File: src/rtl/wb_lsu_master.sv
// Wishbone pipelined-mode bus master for single CPU load/store requests.
// One request becomes at most one single-beat Wishbone cycle. The block
// generates byte-lane selects, replicates store data across lanes, aligns
// and extends load data, and flags misaligned, reserved-size or timed-out
// accesses.
module wb_lsu_master #(
    parameter int ADDR_WIDTH = 10,
    parameter int TIMEOUT    = 255
) (
    input  logic                  i_clk,
    input  logic                  i_rst,
    input  logic                  i_req,
    input  logic                  i_we,
    input  logic [31:0]           i_addr,
    input  logic [31:0]           i_wdata,
    input  logic [1:0]            i_size,
    input  logic                  i_unsigned,
    output logic                  o_busy,
    output logic                  o_done,
    output logic                  o_err,
    output logic [31:0]           o_rdata,
    output logic                  o_wb_cyc,
    output logic                  o_wb_stb,
    output logic                  o_wb_we,
    output logic [ADDR_WIDTH-1:0] o_wb_addr,
    output logic [31:0]           o_wb_data,
    output logic [3:0]            o_wb_sel,
    input  logic                  i_wb_ack,
    input  logic                  i_wb_stall,
    input  logic [31:0]           i_wb_data
);

    // One spare bit so the counter can always hold TIMEOUT itself.
    localparam int CNT_W = $clog2(TIMEOUT + 1) + 1;
    localparam logic [CNT_W-1:0] TIMEOUT_CNT = CNT_W'(TIMEOUT);

    localparam logic [1:0] SIZE_BYTE = 2'b00;
    localparam logic [1:0] SIZE_HALF = 2'b01;
    localparam logic [1:0] SIZE_WORD = 2'b10;

    typedef enum logic [2:0] {
        S_IDLE,
        S_CHECK,
        S_REQ,
        S_ACK,
        S_FIN
    } state_t;

    state_t                  state_q;

    // Latched request fields
    logic                    we_q;
    logic [ADDR_WIDTH-1:0]   addr_q;
    logic [31:0]             wdata_q;
    logic [1:0]              size_q;
    logic                    unsg_q;
    logic [CNT_W-1:0]        cnt_q;

    // Output registers
    logic                    busy_q;
    logic                    done_q;
    logic                    err_q;
    logic [31:0]             rdata_q;
    logic                    cyc_q;
    logic                    stb_q;
    logic                    wb_we_q;
    logic [ADDR_WIDTH-1:0]   wb_addr_q;
    logic [31:0]             wb_data_q;
    logic [3:0]              wb_sel_q;

    // Next-value helpers derived from the latched request
    logic                    bad_d;
    logic [3:0]              sel_d;
    logic [31:0]             wb_data_d;
    logic [31:0]             shifted_d;
    logic [31:0]             rdata_d;

    // Classify the latched request: illegal alignment/size and lane select.
    always_comb begin
        bad_d = 1'b0;
        sel_d = 4'b1111;
        case (size_q)
            SIZE_BYTE: begin
                bad_d = 1'b0;
                sel_d = 4'b0001 << addr_q[1:0];
            end
            SIZE_HALF: begin
                bad_d = addr_q[0];
                sel_d = addr_q[1] ? 4'b1100 : 4'b0011;
            end
            SIZE_WORD: begin
                bad_d = |addr_q[1:0];
                sel_d = 4'b1111;
            end
            default: begin
                bad_d = 1'b1;
                sel_d = 4'b1111;
            end
        endcase
    end

    // Store data replicated so each enabled lane carries the right byte.
    for (genvar gi = 0; gi < 4; gi++) begin : g_lane
        assign wb_data_d[gi*8 +: 8] =
            (size_q == SIZE_WORD) ? wdata_q[gi*8 +: 8] :
            (size_q == SIZE_HALF) ? wdata_q[(gi % 2)*8 +: 8] :
                                    wdata_q[7:0];
    end

    // Move the addressed lane down to bit 0, then sign or zero extend.
    always_comb begin
        shifted_d = i_wb_data >> {addr_q[1:0], 3'b000};
        rdata_d   = i_wb_data;
        case (size_q)
            SIZE_BYTE: rdata_d = unsg_q ? {24'h000000, shifted_d[7:0]}
                                        : {{24{shifted_d[7]}}, shifted_d[7:0]};
            SIZE_HALF: rdata_d = unsg_q ? {16'h0000, shifted_d[15:0]}
                                        : {{16{shifted_d[15]}}, shifted_d[15:0]};
            default:   rdata_d = i_wb_data;
        endcase
    end

    // Request sequencing, bus handshake, timeout and registered outputs.
    always_ff @(posedge i_clk) begin
        if (i_rst) begin
            state_q   <= S_IDLE;
            we_q      <= 1'b0;
            addr_q    <= '0;
            wdata_q   <= '0;
            size_q    <= '0;
            unsg_q    <= 1'b0;
            cnt_q     <= '0;
            busy_q    <= 1'b0;
            done_q    <= 1'b0;
            err_q     <= 1'b0;
            rdata_q   <= '0;
            cyc_q     <= 1'b0;
            stb_q     <= 1'b0;
            wb_we_q   <= 1'b0;
            wb_addr_q <= '0;
            wb_data_q <= '0;
            wb_sel_q  <= '0;
        end else begin
            done_q <= 1'b0;
            case (state_q)
                S_IDLE: begin
                    if (i_req) begin
                        we_q    <= i_we;
                        addr_q  <= i_addr[ADDR_WIDTH-1:0];
                        wdata_q <= i_wdata;
                        size_q  <= i_size;
                        unsg_q  <= i_unsigned;
                        busy_q  <= 1'b1;
                        err_q   <= 1'b0;
                        state_q <= S_CHECK;
                    end
                end
                S_CHECK: begin
                    if (bad_d) begin
                        // Illegal request never reaches the bus.
                        err_q   <= 1'b1;
                        done_q  <= 1'b1;
                        rdata_q <= '0;
                        state_q <= S_FIN;
                    end else begin
                        cyc_q     <= 1'b1;
                        stb_q     <= 1'b1;
                        wb_we_q   <= we_q;
                        wb_addr_q <= {addr_q[ADDR_WIDTH-1:2], 2'b00};
                        wb_data_q <= wb_data_d;
                        wb_sel_q  <= sel_d;
                        cnt_q     <= '0;
                        state_q   <= S_REQ;
                    end
                end
                S_REQ: begin
                    if (cnt_q == TIMEOUT_CNT) begin
                        cyc_q   <= 1'b0;
                        stb_q   <= 1'b0;
                        err_q   <= 1'b1;
                        done_q  <= 1'b1;
                        rdata_q <= '0;
                        state_q <= S_FIN;
                    end else begin
                        cnt_q <= cnt_q + 1'b1;
                        if (!i_wb_stall) begin
                            // Beat accepted: strobe only ever covers one beat.
                            stb_q <= 1'b0;
                            if (i_wb_ack) begin
                                cyc_q   <= 1'b0;
                                done_q  <= 1'b1;
                                if (!we_q) begin
                                    rdata_q <= rdata_d;
                                end
                                state_q <= S_FIN;
                            end else begin
                                state_q <= S_ACK;
                            end
                        end
                    end
                end
                S_ACK: begin
                    if (cnt_q == TIMEOUT_CNT) begin
                        cyc_q   <= 1'b0;
                        err_q   <= 1'b1;
                        done_q  <= 1'b1;
                        rdata_q <= '0;
                        state_q <= S_FIN;
                    end else if (i_wb_ack) begin
                        cyc_q   <= 1'b0;
                        done_q  <= 1'b1;
                        if (!we_q) begin
                            rdata_q <= rdata_d;
                        end
                        state_q <= S_FIN;
                    end else begin
                        cnt_q <= cnt_q + 1'b1;
                    end
                end
                S_FIN: begin
                    busy_q  <= 1'b0;
                    err_q   <= 1'b0;
                    state_q <= S_IDLE;
                end
                default: begin
                    state_q <= S_IDLE;
                end
            endcase
        end
    end

    assign o_busy    = busy_q;
    assign o_done    = done_q;
    assign o_err     = err_q;
    assign o_rdata   = rdata_q;
    assign o_wb_cyc  = cyc_q;
    assign o_wb_stb  = stb_q;
    assign o_wb_we   = wb_we_q;
    assign o_wb_addr = wb_addr_q;
    assign o_wb_data = wb_data_q;
    assign o_wb_sel  = wb_sel_q;

endmodule

File: config.mk
export PLATFORM = sky130hd
export DESIGN_NAME = wb_lsu_master
export DESIGN_NICKNAME = d
export VERILOG_FILES = /design/src/rtl/wb_lsu_master.sv
export SDC_FILE = /design/constraint.sdc
export NUM_CORES = 1
export LEC_CHECK = 0
export ABC_AREA = 1
export CAP_MARGIN = 40
export CORE_ASPECT_RATIO = 1.25
export CORE_MARGIN = 4
export CORE_UTILIZATION = 47
export CTS_CLUSTER_DIAMETER = 200
export CTS_CLUSTER_SIZE = 24
export DETAILED_ROUTE_END_ITERATION = 10
export GPL_TIMING_DRIVEN = 0
export PLACE_DENSITY_LB_ADDON = 0.25
export SYNTH_ARGS = -nofsm -noshare
export SYNTH_HDL_FRONTEND = slang
export SYNTH_SLANG_ARGS = --single-unit
File: constraint.sdc
create_clock -name i_clk -period 3 [get_ports i_clk]
set_input_delay 0.9 -clock i_clk [delete_from_list [all_inputs] [get_ports i_clk]]
set_output_delay 0.9 -clock i_clk [all_outputs]
set_load 0.005 [all_outputs]
**Yosys cells after proc, flatten, opt, wreduce, memory -nomap -nowiden**

Cells that the tools add are included.

- Bits in registers: 140
- Bits in latches: 0
- RAM bits: 0
- Memory bits (read-only): 0
- Output and inout port bits: 84
- Word-level logic and storage cells: 105
- Memories kept: 0

- Add/subtract/negate cells: 1
- $mul: 0
- Div/mod/pow operators: 0
- Magnitude comparators: 0
- Equal/unequal tests: 16
- Shift-type cells: 2
- Muxes and demuxes: 51
- Bitwise gates (word level): 1
- Reductions and logical operators: 17

Operator list:

| operator | number |
|---|---|
| 2-to-1 mux 32 bit | 8 |
| case mux 32 bit (3 select lines) | 1 |
| case mux 32 bit (2 select lines) | 1 |
| 2-to-1 mux 9 bit | 4 |
| 2-to-1 mux 8 bit | 4 |
| right shift 32 x 5 -> 16 bit | 1 |
| case mux 9 bit (3 select lines) | 1 |
| 2-to-1 mux 3 bit | 7 |
| 2-to-1 mux 1 bit | 16 |
| inequality test 2 bit, second input constant | 6 |
| case mux 3 bit (4 select lines) | 1 |
| AND reduction 3 bit | 4 |
| adder 9 x 1 -> 9 bit, second input constant | 1 |
| equality test 9 x 8 -> 1 bit, second input constant | 1 |
| case mux 1 bit (3 select lines) | 3 |
| case mux 4 bit (2 select lines) | 1 |
| equality test 3 x 2 -> 1 bit, second input constant | 2 |
| inequality test 3 bit, second input constant | 2 |
| AND reduction 2 bit | 3 |
| AND reduction 5 bit | 1 |
| 2-to-1 mux 4 bit | 1 |
| case mux 1 bit (2 select lines) | 2 |
| case mux 1 bit (4 select lines) | 1 |
| AND reduction 4 bit | 1 |
| 13 further kinds | 15 |

**Depth between registers and ports, before layout**

Gate-level depths: netlist of the first run.

- Depth in word-level cells: 8
- Depth in mapped cells: 17
- Gate-level depth less buffers: 16

**Least setup slack after synthesis of the first run**

Ideal clock, no wire load.

- Path type: register -> register
- From: reg cnt_q[0]
- To: reg rdata_q[22] (netlist: o_rdata[22])
- Library setup time: 128 ps
- Arrival time: 2,232 ps
- Slack: 640 ps
- Cell stages (with the launch flop): 18
- Buffers on the path: 1
- Clock period less this slack: 2,360 ps
- Cell sequence: dfxtp_1 -> ha_1 -> nand2_1 -> inv_1 -> nand4_1 -> or2_2 -> nor2_1 -> ha_1 -> nor2_1 -> inv_1 -> nand3_1 -> nand2_4 -> nand2_4 -> inv_4 -> buf_4 -> nor2_1 -> nor2_1 -> nor2_1

- Word-level cells in the longest chain between the ends: 3

RTL lines:

| element | RTL line | source |
|---|---|---|
| from (decl) | 57 | `logic [CNT_W-1:0] cnt_q;` |
| from (signal assigned) | 185 | `cnt_q <= cnt_q + 1'b1;` |
| from (signal assigned) | 217 | `cnt_q <= cnt_q + 1'b1;` |
| equality test 9 x 8 -> 1 bit (*) | 177, 203 |  |
| inequality test 3 bit (no source line) (tied with other cells) | -- |  |
| AND reduction 3 bit (no source line) / case mux 32 bit (3 select lines) (equally long branches) | -- |  |
| to (signal assigned) | 193 | `rdata_q <= rdata_d;` |
| to (signal assigned) | 213 | `rdata_q <= rdata_d;` |
| to (decl) | 63 | `logic [31:0] rdata_q;` |

Every way passes the cells marked *; elsewhere a longest branch is shown, timed or not.
A chain may end at the register's enable or synchronous reset.

**Worst setup path in the final report of the first run**

- From: reg cnt_q[0]
- To: reg rdata_q[6] (netlist: o_rdata[6])

The elaborated chain is that of the path after synthesis.

==> results of run 1 <==
-- final cells by class --
cell class	count	share of cell area, %
Buffer	56	2.865
Clock buffer	17	4.896
Clock inverter	15	1.973
Inverter	89	3.873
Multi-Input combinational cell	615	32.94
Sequential cell	140	32.25
Tap cell	168	2.419
Timing Repair Buffer	163	18.78
-- critical path: stages (launching register included) --
cell and delay [ns]:
sky130_fd_sc_hd__dfxtp_1 0.38, sky130_fd_sc_hd__ha_1 0.18, sky130_fd_sc_hd__nand2_1 0.08, sky130_fd_sc_hd__inv_1 0.09, sky130_fd_sc_hd__nand4_1 0.09, sky130_fd_sc_hd__or2_2 0.30, sky130_fd_sc_hd__nor2_1 0.10, sky130_fd_sc_hd__ha_1 0.26
sky130_fd_sc_hd__nor2_1 0.09, sky130_fd_sc_hd__inv_1 0.09, sky130_fd_sc_hd__nand3_1 0.16, sky130_fd_sc_hd__nand2_4 0.16, sky130_fd_sc_hd__nand3_1 0.15, sky130_fd_sc_hd__inv_2 0.15, sky130_fd_sc_hd__buf_6 0.15, sky130_fd_sc_hd__nand2_1 0.07
sky130_fd_sc_hd__a21oi_1 0.14
-- metal layers --
metal	part of all wire, %	vias up	global-route usage, %
li1	-	3290	-
met1	40	2880	29.16
met2	50	265	44.50
met3	7.4	37	5.617
met4	3.5	0	10.95
met5	0	-	0
-- power groups by stage --
| stage | Clock [W] | Sequential, W | Combinational (W) |
|---|---|---|---|
| finish | 0.00212 | 0.00230 | 0.00161 |
| global route | 0.00221 | 0.00233 | 0.00181 |
| CTS | 0.00213 | 0.00230 | 0.00161 |
| detailed placement | 0 | 0.00233 | 0.00160 |
| global placement | 0 | 0.00233 | 0.00157 |
| floorplan | 0 | 0.00231 | 0.000870 |
-- cell usage in the layout (no fill, tap or decap), types with 3 or more instances in the layout --
cell type | synthesis | routed
sky130_fd_sc_hd__clkbuf_16 | 0 | 17
sky130_fd_sc_hd__inv_1 | 81 | 81
sky130_fd_sc_hd__buf_4 | 5 | 5
sky130_fd_sc_hd__dfxtp_1 | 140 | 140
sky130_fd_sc_hd__nor2_1 | 90 | 90
sky130_fd_sc_hd__a31oi_1 | 8 | 8
sky130_fd_sc_hd__nand2_1 | 188 | 188
sky130_fd_sc_hd__nor3_1 | 5 | 5
sky130_fd_sc_hd__nor2_4 | 3 | 3
sky130_fd_sc_hd__inv_8 | 0 | 5
sky130_fd_sc_hd__nor2_2 | 4 | 4
sky130_fd_sc_hd__inv_2 | 7 | 7
sky130_fd_sc_hd__clkdlybuf4s50_1 | 0 | 163
sky130_fd_sc_hd__or2_2 | 17 | 17
sky130_fd_sc_hd__a21boi_0 | 3 | 3
sky130_fd_sc_hd__buf_2 | 9 | 9
sky130_fd_sc_hd__clkinv_4 | 0 | 3
sky130_fd_sc_hd__nand3_1 | 29 | 29
sky130_fd_sc_hd__clkbuf_1 | 40 | 40
sky130_fd_sc_hd__o21ai_0 | 109 | 109
sky130_fd_sc_hd__nand4_1 | 18 | 18
sky130_fd_sc_hd__inv_6 | 0 | 4
sky130_fd_sc_hd__a21oi_1 | 125 | 125
-- metrics by stage --
step / power, W / setup slack (ns) / cells / hold slack (ns) / cell area [sq um]
2_1_floorplan: 0.003178 / 0.6401 / 900 / 0.4237 / 6251
3_3_place_gp: 0.003904 / 0.2680 / 1231 / 0.4324 / 8093
3_5_place_dp: 0.003926 / 0.2883 / 1231 / 0.4357 / 8093
4_1_cts: 0.006043 / 0.2750 / 1263 / 0.4460 / 8690
5_1_grt: 0.006344 / 0.01367 / 1263 / 0.4607 / 8690
6_report: 0.006035 / 0.2879 / 1263 / 0.4442 / 8690
-- final timing paths --
kind / to / cells past startpoint
setup / recovery: o_rdata[6]$_SDFFE_PP0P_ / 16
hold / removal: wdata_q[20]$_SDFFE_PP0P_ / 2
setup reg to reg: o_rdata[6]$_SDFFE_PP0P_ / 16
hold reg to reg: wdata_q[20]$_SDFFE_PP0P_ / 2
-- cell families (layout without fill, tap and decap cells) --
logic type	Yosys count	count (layout)	synth area share, %
fa+ha+maj	2	2	0.4005
compound gates	249	249	20.35
other cells	1	2	0.06003
buf+inv	145	340	9.373
simple gates	361	361	24.81
flops	140	140	44.86
xor+xnor	1	1	0.1402
-- state kept, by name, indices dropped and copies added, names as in the netlist --
register and cells:
cnt_q 9, wdata_q 32, o_err 1, o_rdata 32, o_done 1, o_wb_cyc 1, we_q 1, o_wb_addr 8
o_wb_stb 1, unsg_q 1, o_wb_data 32, o_busy 1, o_wb_sel 4, state_q 3, addr_q 10, o_wb_we 1
size_q 2
==> results by stage, run 1 <==
Status:
- The flow ran to the end, and the final reports show no timing, DRC or antenna violations.

STA:
- The number of pins with negative max-slew slack in the final report is 0.
- The worst path needs 2.712 ns of the cycle, external delays included.
- Setup repair after global routing left no endpoint under its margin.
- The post-route fraction of the period consumed by the critical path is 90.40%.
- For the final database, setup skew stands at 0.009641 ns.
- The max-slew headroom at the worst pin is 60.33%.
- The final hold violation count was 0.
- The total negative slack for setup checks is 0 ns.
- At the pin with the least slew margin, the transition time is 0.5950 ns.
- Setup violations remaining at the end of the flow were counted as 0.
- The highest clock rate is 368.7 MHz.

Power:
- For this design the total switching power over the nets is 0.002030 W.
- The combinational fraction of design power is 26.8%.
- The highest ir drop seen on vdd is 0.4870 mV.
- Power spread over the standard cell area amounts to 694.5 nW/um^2.
- The sequential cell fraction of total power is 38.1%.
- For this design the static power due to leakage is 3.385 nW.
- The clock network is responsible for 35.1% of the overall power.
- The fraction of power spent switching nets is 33.63%.
- The internal power of the cells totals 0.004005 W.

Synthesis:
- The synthesized design devotes to its leading area cell type 44.86% of total area.
- After synthesis, the share of flip-flops with an asynchronous set or reset is 0%.
- The synthesized area is 6247 sq um.
- The number of enable-type register cells in the synthesized netlist is 0.
- Ranked by total cell area, the synthesized netlist is headed by sky130_fd_sc_hd__dfxtp_1 (45%), sky130_fd_sc_hd__nand2_1 (11%), sky130_fd_sc_hd__a21oi_1 (10%).
- During synthesis, Yosys emitted a total of 0 warnings.
- Counting flops and latches in the post-synthesis netlist gives 140.
- Yosys instantiated no cell more often than sky130_fd_sc_hd__nand2_1.
- The per-instance average area after synthesis is 6.949 sq um.
- In the synthesized netlist, the cells that appear most often are sky130_fd_sc_hd__nand2_1 (188), sky130_fd_sc_hd__dfxtp_1 (140), sky130_fd_sc_hd__a21oi_1 (125).
- Sequential elements use 44.86% of the synthesized area.
- The largest area contributor in the netlist is sky130_fd_sc_hd__dfxtp_1.
- Among all flip-flop cells after synthesis, the most frequent one is sky130_fd_sc_hd__dfxtp_1.
- After synthesis, the netlist uses 34 different library cells.
- The number of standard cells after synthesis is 899.

Critical path:
- STA classifies the critical path startpoint as a flop.
- The type of destination of the critical path is a flop.
- Of all nets on the critical path, the largest fanout is 10.
- At the worst endpoint, the required time is 3.34 ns.
- The setup slack on the worst flop-to-flop path is 0.29 ns.
- The critical path is of the reg2reg type.
- The worst setup path startpoint is cnt_q[0]$_SDFFE_PP0P_.
- The worst endpoint data arrival time is 3.05 ns.
- The startpoint identified for the worst register-to-register timing path is cnt_q[0]$_SDFFE_PP0P_.

Routing:
- After detailed routing, the total wire length is 19160 um.
- After detailed routing, the number of vias per cell comes to 5.124.
- After the first detailed-routing iteration, the DRC count stood at 405.
- The number of routed nets with antenna violations is 0.
- The count of vias placed by the detailed router is 6472.
- The DRC violation count after routing is 0.
- Before antenna repair, the detailed router went through 7 iterations.
- The average wire length per cell after detail routing is 15.17 um.

Final layout:
- The area taken by multi-input logic gates is 2863 sq um.
- At the end of the flow, the number of nets in the layout was 1189.
- After filler insertion, the fill cell instance count of the layout stands at 1124.
- Once layout is complete, the utilization of the core stands at 67.70%.
- The share of cells above drive strength 1 is 7.671%.
- The footprint of the flip-flops and latches is 2803 sq um.
- The final antenna diode count is 0.
- Compared with the post-synthesis result, the final layout area differs by 39.09%.

Floorplanning:
- The effective utilization at floorplan is 48.67%.
- The floorplan step set the die width to 111.1 um.
- The die covers 15210 sq um.
- The region available for standard cell placement spans 12830 sq um.
- The number of top-level pins is 189.
- The floorplan step set the die height to 136.9 um.
- The count of standard-cell rows is 46.

CTS:
- The number of setup buffers added after CTS is 0.
- The TritonCTS clock tree is built.
- The quantity of hold-fixing buffers added after cts is 0.
- The number of buffers added by the clock tree synthesis step is 17.
- The buffer type at the clock tree root is sky130_fd_sc_hd__clkbuf_16.
- The CTS sink count is 140.
- CTS built an H-tree with a depth of 4.
- The clock latency reported for the late side of the worst-skew pair is 0.42 ns.
- After clock tree synthesis, the repair step resized 0 gates.
- The clock-pin transition on the worst setup and hold timing paths is 0.07 ns.
- The clock tree buffer depth is 2.

Placement:
- Summed over all nets, the half-perimeter wirelength after detailed placement is 14460 um.
- The total of buffers placed on input and output ports is 163.
- The last weighted congestion value of the routability-driven placer is 0.9017.

Global routing:
- The via count of the first global-routing pass is 6163.
- The total global routing overflow is 0.
- The total track usage is 25.07%.
- Entering global routing, the biggest net connects 17 pins.
- The first global-routing pass estimated 30430 um of wire.
- The number of antenna violations at the first check in global routing came to 0.

Job:
- Max-cap violations in this run came to 0.

Hold path:
- The startpoint identified for the worst hold timing path is wdata_q[20]$_SDFFE_PP0P_.
- The min-delay analysis places its worst path in the category reg2reg.
Note: power is estimated with default switching activity, not from simulation.
==> inputs of run 2 (changes only) <==
Settings changed: HOLD_SLACK_MARGIN from default to 0.1.
==> results of run 2 <==
No change in the layout: final DEF, timing and power equal those of run 1.
